## src/rtl/score_encoder.sv

```systemverilog
// score_encoder: debounced button press counter driving a bar-graph score with a win latch.
// Defining SCORE_DECAY_EN adds idle-time score decay every DECAY_CYCLES cycles.
module score_encoder #(
    parameter logic [15:0] DEBOUNCE_CYCLES = 16'd50000,
    parameter logic [5:0]  WIN_COUNT       = 6'd16,
    parameter logic [23:0] DECAY_CYCLES    = 24'd5000000
) (
    input  logic       clk,
    input  logic       reset,
    input  logic       btn,
    input  logic       clear,
    output logic [5:0] screen,
    output logic       press_pulse,
    output logic       win
);
    typedef enum logic [1:0] {RELEASED, PRESSED, WON} state_t;

    state_t      state_q, state_d;
    logic        s1_q, s2_q;
    logic        db_q, db_d;
    logic [15:0] cnt_q, cnt_d;
    logic [5:0]  screen_q, screen_d;
    logic        pulse_q, pulse_d;
    logic        accept;
    logic        lvl_diff, stable_done;

    assign lvl_diff    = s2_q != db_q;
    assign stable_done = lvl_diff && (cnt_q == DEBOUNCE_CYCLES - 16'd1);
    assign cnt_d       = (lvl_diff && !stable_done) ? cnt_q + 16'd1 : '0;
    assign db_d        = stable_done ? s2_q : db_q;

    always_ff @(posedge clk) begin
        if (reset) begin
            s1_q     <= 1'b0;
            s2_q     <= 1'b0;
            db_q     <= 1'b0;
            cnt_q    <= '0;
            state_q  <= RELEASED;
            screen_q <= '0;
            pulse_q  <= 1'b0;
        end else begin
            s1_q     <= btn;
            s2_q     <= s1_q;
            db_q     <= db_d;
            cnt_q    <= cnt_d;
            state_q  <= state_d;
            screen_q <= screen_d;
            pulse_q  <= pulse_d;
        end
    end

`ifdef SCORE_DECAY_EN
    logic [23:0] dec_q, dec_d;

    always_ff @(posedge clk) begin
        if (reset) dec_q <= '0;
        else       dec_q <= dec_d;
    end
`else
    logic unused_decay;
    assign unused_decay = ^DECAY_CYCLES;
`endif

    always_comb begin
        state_d  = state_q;
        screen_d = screen_q;
        pulse_d  = 1'b0;
        accept   = 1'b0;
        case (state_q)
            RELEASED: if (db_q) begin
                accept   = 1'b1;
                pulse_d  = 1'b1;
                screen_d = (screen_q < WIN_COUNT) ? screen_q + 6'd1 : WIN_COUNT;
                state_d  = (screen_d == WIN_COUNT) ? WON : PRESSED;
            end
            PRESSED: if (!db_q) state_d = RELEASED;
            default: ;
        endcase
`ifdef SCORE_DECAY_EN
        dec_d = '0;
        if (state_q != WON && !accept) begin
            dec_d = dec_q + 24'd1;
            if (dec_q == DECAY_CYCLES - 24'd1) begin
                dec_d    = '0;
                screen_d = (screen_q != 6'd0) ? screen_q - 6'd1 : 6'd0;
            end
        end
`endif
        // clear overrides any same-edge press; a held button lands in PRESSED so it cannot rescore
        if (clear) begin
            screen_d = '0;
            pulse_d  = 1'b0;
            state_d  = db_q ? PRESSED : RELEASED;
`ifdef SCORE_DECAY_EN
            dec_d    = '0;
`endif
        end
    end

    assign screen      = screen_q;
    assign press_pulse = pulse_q;
    assign win         = state_q == WON;
endmodule
```

## config.mk

```make
export PLATFORM = sky130hd
export DESIGN_NAME = score_encoder
export DESIGN_NICKNAME = d
export VERILOG_FILES = /design/src/rtl/score_encoder.sv
export SDC_FILE = /design/constraint.sdc
export NUM_CORES = 1
export LEC_CHECK = 0
export CAP_MARGIN = 10
export CORE_MARGIN = 3
export CORE_UTILIZATION = 30
export CTS_CLUSTER_SIZE = 14
export DETAILED_ROUTE_END_ITERATION = 7
export GPL_ROUTABILITY_DRIVEN = 0
export SKIP_LAST_GASP = 1
export SYNTH_ARGS = -nofsm -noshare
export SYNTH_HDL_FRONTEND = slang
export SYNTH_SLANG_ARGS = --single-unit
```

## constraint.sdc

```tcl
create_clock -name clk -period 3.05 [get_ports clk]
set_input_delay 0.305 -clock clk [delete_from_list [all_inputs] [get_ports clk]]
set_output_delay 0.305 -clock clk [all_outputs]
set_load 0.02 [all_outputs]
```

==> metrics.log <==
INFO  metric outcome = finished clean
INFO  metric wl = 2290 um
INFO  metric grt_max_degree = 16
INFO  metric critical_path.max_fanout = 6
INFO  metric ioPinCount = 12
INFO  metric core-area = 3830 um^2
INFO  metric synth-simple-area-share = 32.7%
INFO  metric ir_worst_vdd = 0.260 mV
INFO  metric synth_enable_flop_cells = 0
INFO  metric critPathMaxStageDelay = 0.61 ns
INFO  metric multiInputGateArea = 642 um^2
INFO  metric portBuffers = 11
INFO  metric achievable-frequency = 572 MHz
INFO  metric yosys.area_share.adder = 2.01%
INFO  metric grt_pass1_wl = 3950 um
INFO  metric numClockSinks = 28
INFO  metric drt_drc_violations_left = 0
INFO  metric drt_pre_antenna_iters = 4
INFO  metric ant_nets = 0
INFO  metric routed_length_per_placed_instance = 12.0 um
INFO  metric postCtsSetupBuffers = 0
INFO  metric worstPathBufferInverterCount = 1
INFO  metric initial_core_util = 32.5%
INFO  metric grt_setup_unrepaired = no
INFO  metric timing.final.ws_setup = 1.30 ns
INFO  metric die_x = 70.4 um
INFO  metric finish.instance_area = 1430 um^2
INFO  metric pins_over_slew_limit = 0
INFO  metric hold_viol = 0
INFO  metric yosys-mux-area-fraction = 1.61%
INFO  metric syn-cell-area = 1240 um^2
INFO  metric reg2regPathDepth = 5
INFO  metric ys_seq_elements = 28
INFO  metric grt_overflow = 0
INFO  metric final_setup_violating_endpoints = 0
INFO  metric synth_xor_xnor_area_share = 10.6%
INFO  metric synth.area.top_cells = sky130_fd_sc_hd__dfxtp_1 (45%), sky130_fd_sc_hd__xnor2_1 (9.9%), sky130_fd_sc_hd__nor2_1 (8.5%)
INFO  metric ys_seq_area_share = 45.1%
INFO  metric post_synth_most_frequent_cells = sky130_fd_sc_hd__dfxtp_1 (28), sky130_fd_sc_hd__nor2_1 (28), sky130_fd_sc_hd__xnor2_1 (14)
INFO  metric critPathArrivalTime = 1.44 ns
INFO  metric grtUsageTotal = 9.66%
INFO  metric synth.avg_cell_area = 9.42 um^2
INFO  metric antennaDiodeCount = 0
INFO  metric number_of_buffers_created_by_cts = 3
INFO  metric yosysUniqueCellTypes = 34
INFO  metric clock_tree.root_cell = sky130_fd_sc_hd__clkbuf_8
INFO  metric tightest_slew = 0.456 ns
INFO  metric dp.final_hpwl = 1640 um
INFO  metric report.power.total = 0.576 mW
INFO  metric synth_top_area_share = 45.1%
INFO  metric timing.setup.critical_path_class = flop to output port
INFO  metric total_vias_in_the_final_route = 951
INFO  metric syn_inst = 132
INFO  metric clk_path_buf_depth = 2
INFO  metric cts.hold.buffers_added = 0
INFO  metric synth_area_leader_cell = sky130_fd_sc_hd__dfxtp_1
INFO  metric fin_tns_setup = 0 ns
INFO  metric post_detailed_placement_cell_area = 1380 um^2
INFO  metric crit_cells = 2
INFO  metric detailedPlace.worstSlack = 1.45 ns
INFO  metric post_cts_resize_count = 0
INFO  metric clock_latency = 0.27 ns
INFO  metric first_global_vias = 895
INFO  metric fillCellCount = 381
INFO  metric hp-start = s1_q$_SDFF_PP0_
INFO  metric synth_compound_area_share = 4.73%
INFO  metric tritoncts_clock_tree = yes
INFO  metric cap_violations = 0
INFO  metric critical_path.startpoint_type = flop
INFO  metric worst_setup_path_startpoint = state_q[1]$_SDFFE_PP0P_
INFO  metric cpMaxStageDelayCell = sky130_fd_sc_hd__clkdlybuf4s50_1
INFO  metric cp.required = 2.74 ns
INFO  metric holdCritPathClass = flop to flop
INFO  metric cp-end-kind = output port
INFO  metric ff_latch_area = 561 um^2
INFO  metric detail_route.vias_per_cell = 4.98
INFO  metric largest_delay_share_family_worst_path = buffers and inverters
INFO  metric clock_tree.htree_level_count = 1
INFO  metric async_flop_share = 0%
INFO  metric areaGrowthSynthToFinish = 14.6%
INFO  metric worst_slew_margin_rel = 69.5%
INFO  metric rows = 22
INFO  metric leakagePower = 0.425 nW
INFO  metric fin_worst_skew = 0.00633 ns
INFO  metric post-route-min-period = 1.75 ns
INFO  metric postSynth.topFlopCell = sky130_fd_sc_hd__dfxtp_1
INFO  metric r2r-start = cnt_q[0]$_SDFF_PP0_
INFO  metric synth_warnings = 0
INFO  metric timing.critical_path.cells = nor2b_1 -> clkdlybuf4s50_1
INFO  metric grt_antenna_before_repair = 0
INFO  metric main_combinational_cell_family_by_area_after_synthesis = simple AND/OR/NAND/NOR gates
INFO  metric final_net_count = 151
INFO  metric detailedRoute.firstIterationViolations = 35
INFO  metric postSynthNetCount = 138
INFO  metric r2r_setup_slack = 1.44 ns
INFO  metric final_layout_size_suffix_gt1_share = 7.69%
INFO  metric power_density = 404 nW/um^2
INFO  metric rr_endpoint = cnt_q[14]$_SDFF_PP0_
INFO  metric finalCritPeriodShare = 57.3%
INFO  metric die_y = 70.4 um
INFO  metric die_footprint = 4950 um^2
INFO  metric cp-endpoint = win
INFO  metric worst_setup_hold_path_clk_slew = 0.09 ns
-- state kept, by name, summed over array words and instances, names as in the netlist --
signal	flops
s2_q	1
db_q	1
state_q	2
s1_q	1
screen	6
cnt_q	16
press_pulse	1
-- final cells by class --
| type | count | area share (%) |
|---|---|---|
| Multi-Input combinational cell | 98 | 45.0 |
| Sequential cell | 28 | 39.3 |
| Timing Repair Buffer | 11 | 7.73 |
| Tap cell | 48 | 4.21 |
| Clock buffer | 3 | 2.90 |
| Inverter | 3 | 0.790 |
-- logic make-up after synthesis --
family / after synthesis
AND/OR/NAND/NOR: 69
flip-flops: 28
XOR/XNOR: 15
AO/OA/AOI/OAI: 10
buffers and inverters: 6
multiplexers: 2
adder cells (fa/ha/maj): 2
-- cell usage in the layout (no fill, tap or decap), types with 2 or more instances in the layout --
cell type / count
sky130_fd_sc_hd__clkbuf_8: 3
sky130_fd_sc_hd__nor2b_1: 3
sky130_fd_sc_hd__nor2_1: 28
sky130_fd_sc_hd__a21oi_1: 4
sky130_fd_sc_hd__clkdlybuf4s50_1: 11
sky130_fd_sc_hd__xnor2_1: 14
sky130_fd_sc_hd__nand3b_1: 2
sky130_fd_sc_hd__dfxtp_1: 28
sky130_fd_sc_hd__nor3b_1: 2
sky130_fd_sc_hd__nand2_1: 4
sky130_fd_sc_hd__ha_1: 2
sky130_fd_sc_hd__nor4bb_1: 2
sky130_fd_sc_hd__inv_1: 3
sky130_fd_sc_hd__nor4_2: 3
sky130_fd_sc_hd__nand3_1: 7
sky130_fd_sc_hd__mux2i_1: 2
sky130_fd_sc_hd__nand4_1: 2
sky130_fd_sc_hd__o21ai_0: 2
sky130_fd_sc_hd__or3b_1: 2
sky130_fd_sc_hd__nor3_1: 5
-- layer usage --
metal,vias up,GRT usage (%),part of all wire [%]
met2,27,15.2,45
met3,4,3.88,5.9
met1,447,12.7,49
met5,-,0,0
met4,0,1.28,0.74
li1,473,-,-
-- where the power goes --
part	switching, mW	total, mW	internal [mW]
clock network	0.109	0.197	0.0886
logic	0.00517	0.0106	0.00543
registers	0.000908	0.368	0.367
total	0.115	0.576	0.461
-- stage by stage --
step                util [%]  hold WS [ns]  instances
finish                  37.2         0.450        191
global placement        36.2         0.425        188
floorplan                  -         0.374        132
CTS                     37.2         0.459        191
global route            37.2         0.468        191
detailed placement      36.2         0.439        188
-- worst min path at each step --
stage | to | slack, ns | depth (start not counted)
6_report | s2_q$_SDFF_PP0_ | 0.45 | 1
5_1_grt | s2_q$_SDFF_PP0_ | 0.47 | 1
4_1_cts | s2_q$_SDFF_PP0_ | 0.46 | 1
3_5_place_dp | s2_q$_SDFF_PP0_ | 0.44 | 1
3_3_place_gp | s2_q$_SDFF_PP0_ | 0.42 | 1
2_1_floorplan | state_q[0]$_SDFFE_PP0P_ | 0.37 | 1
Power figures use the tool's default switching activity.
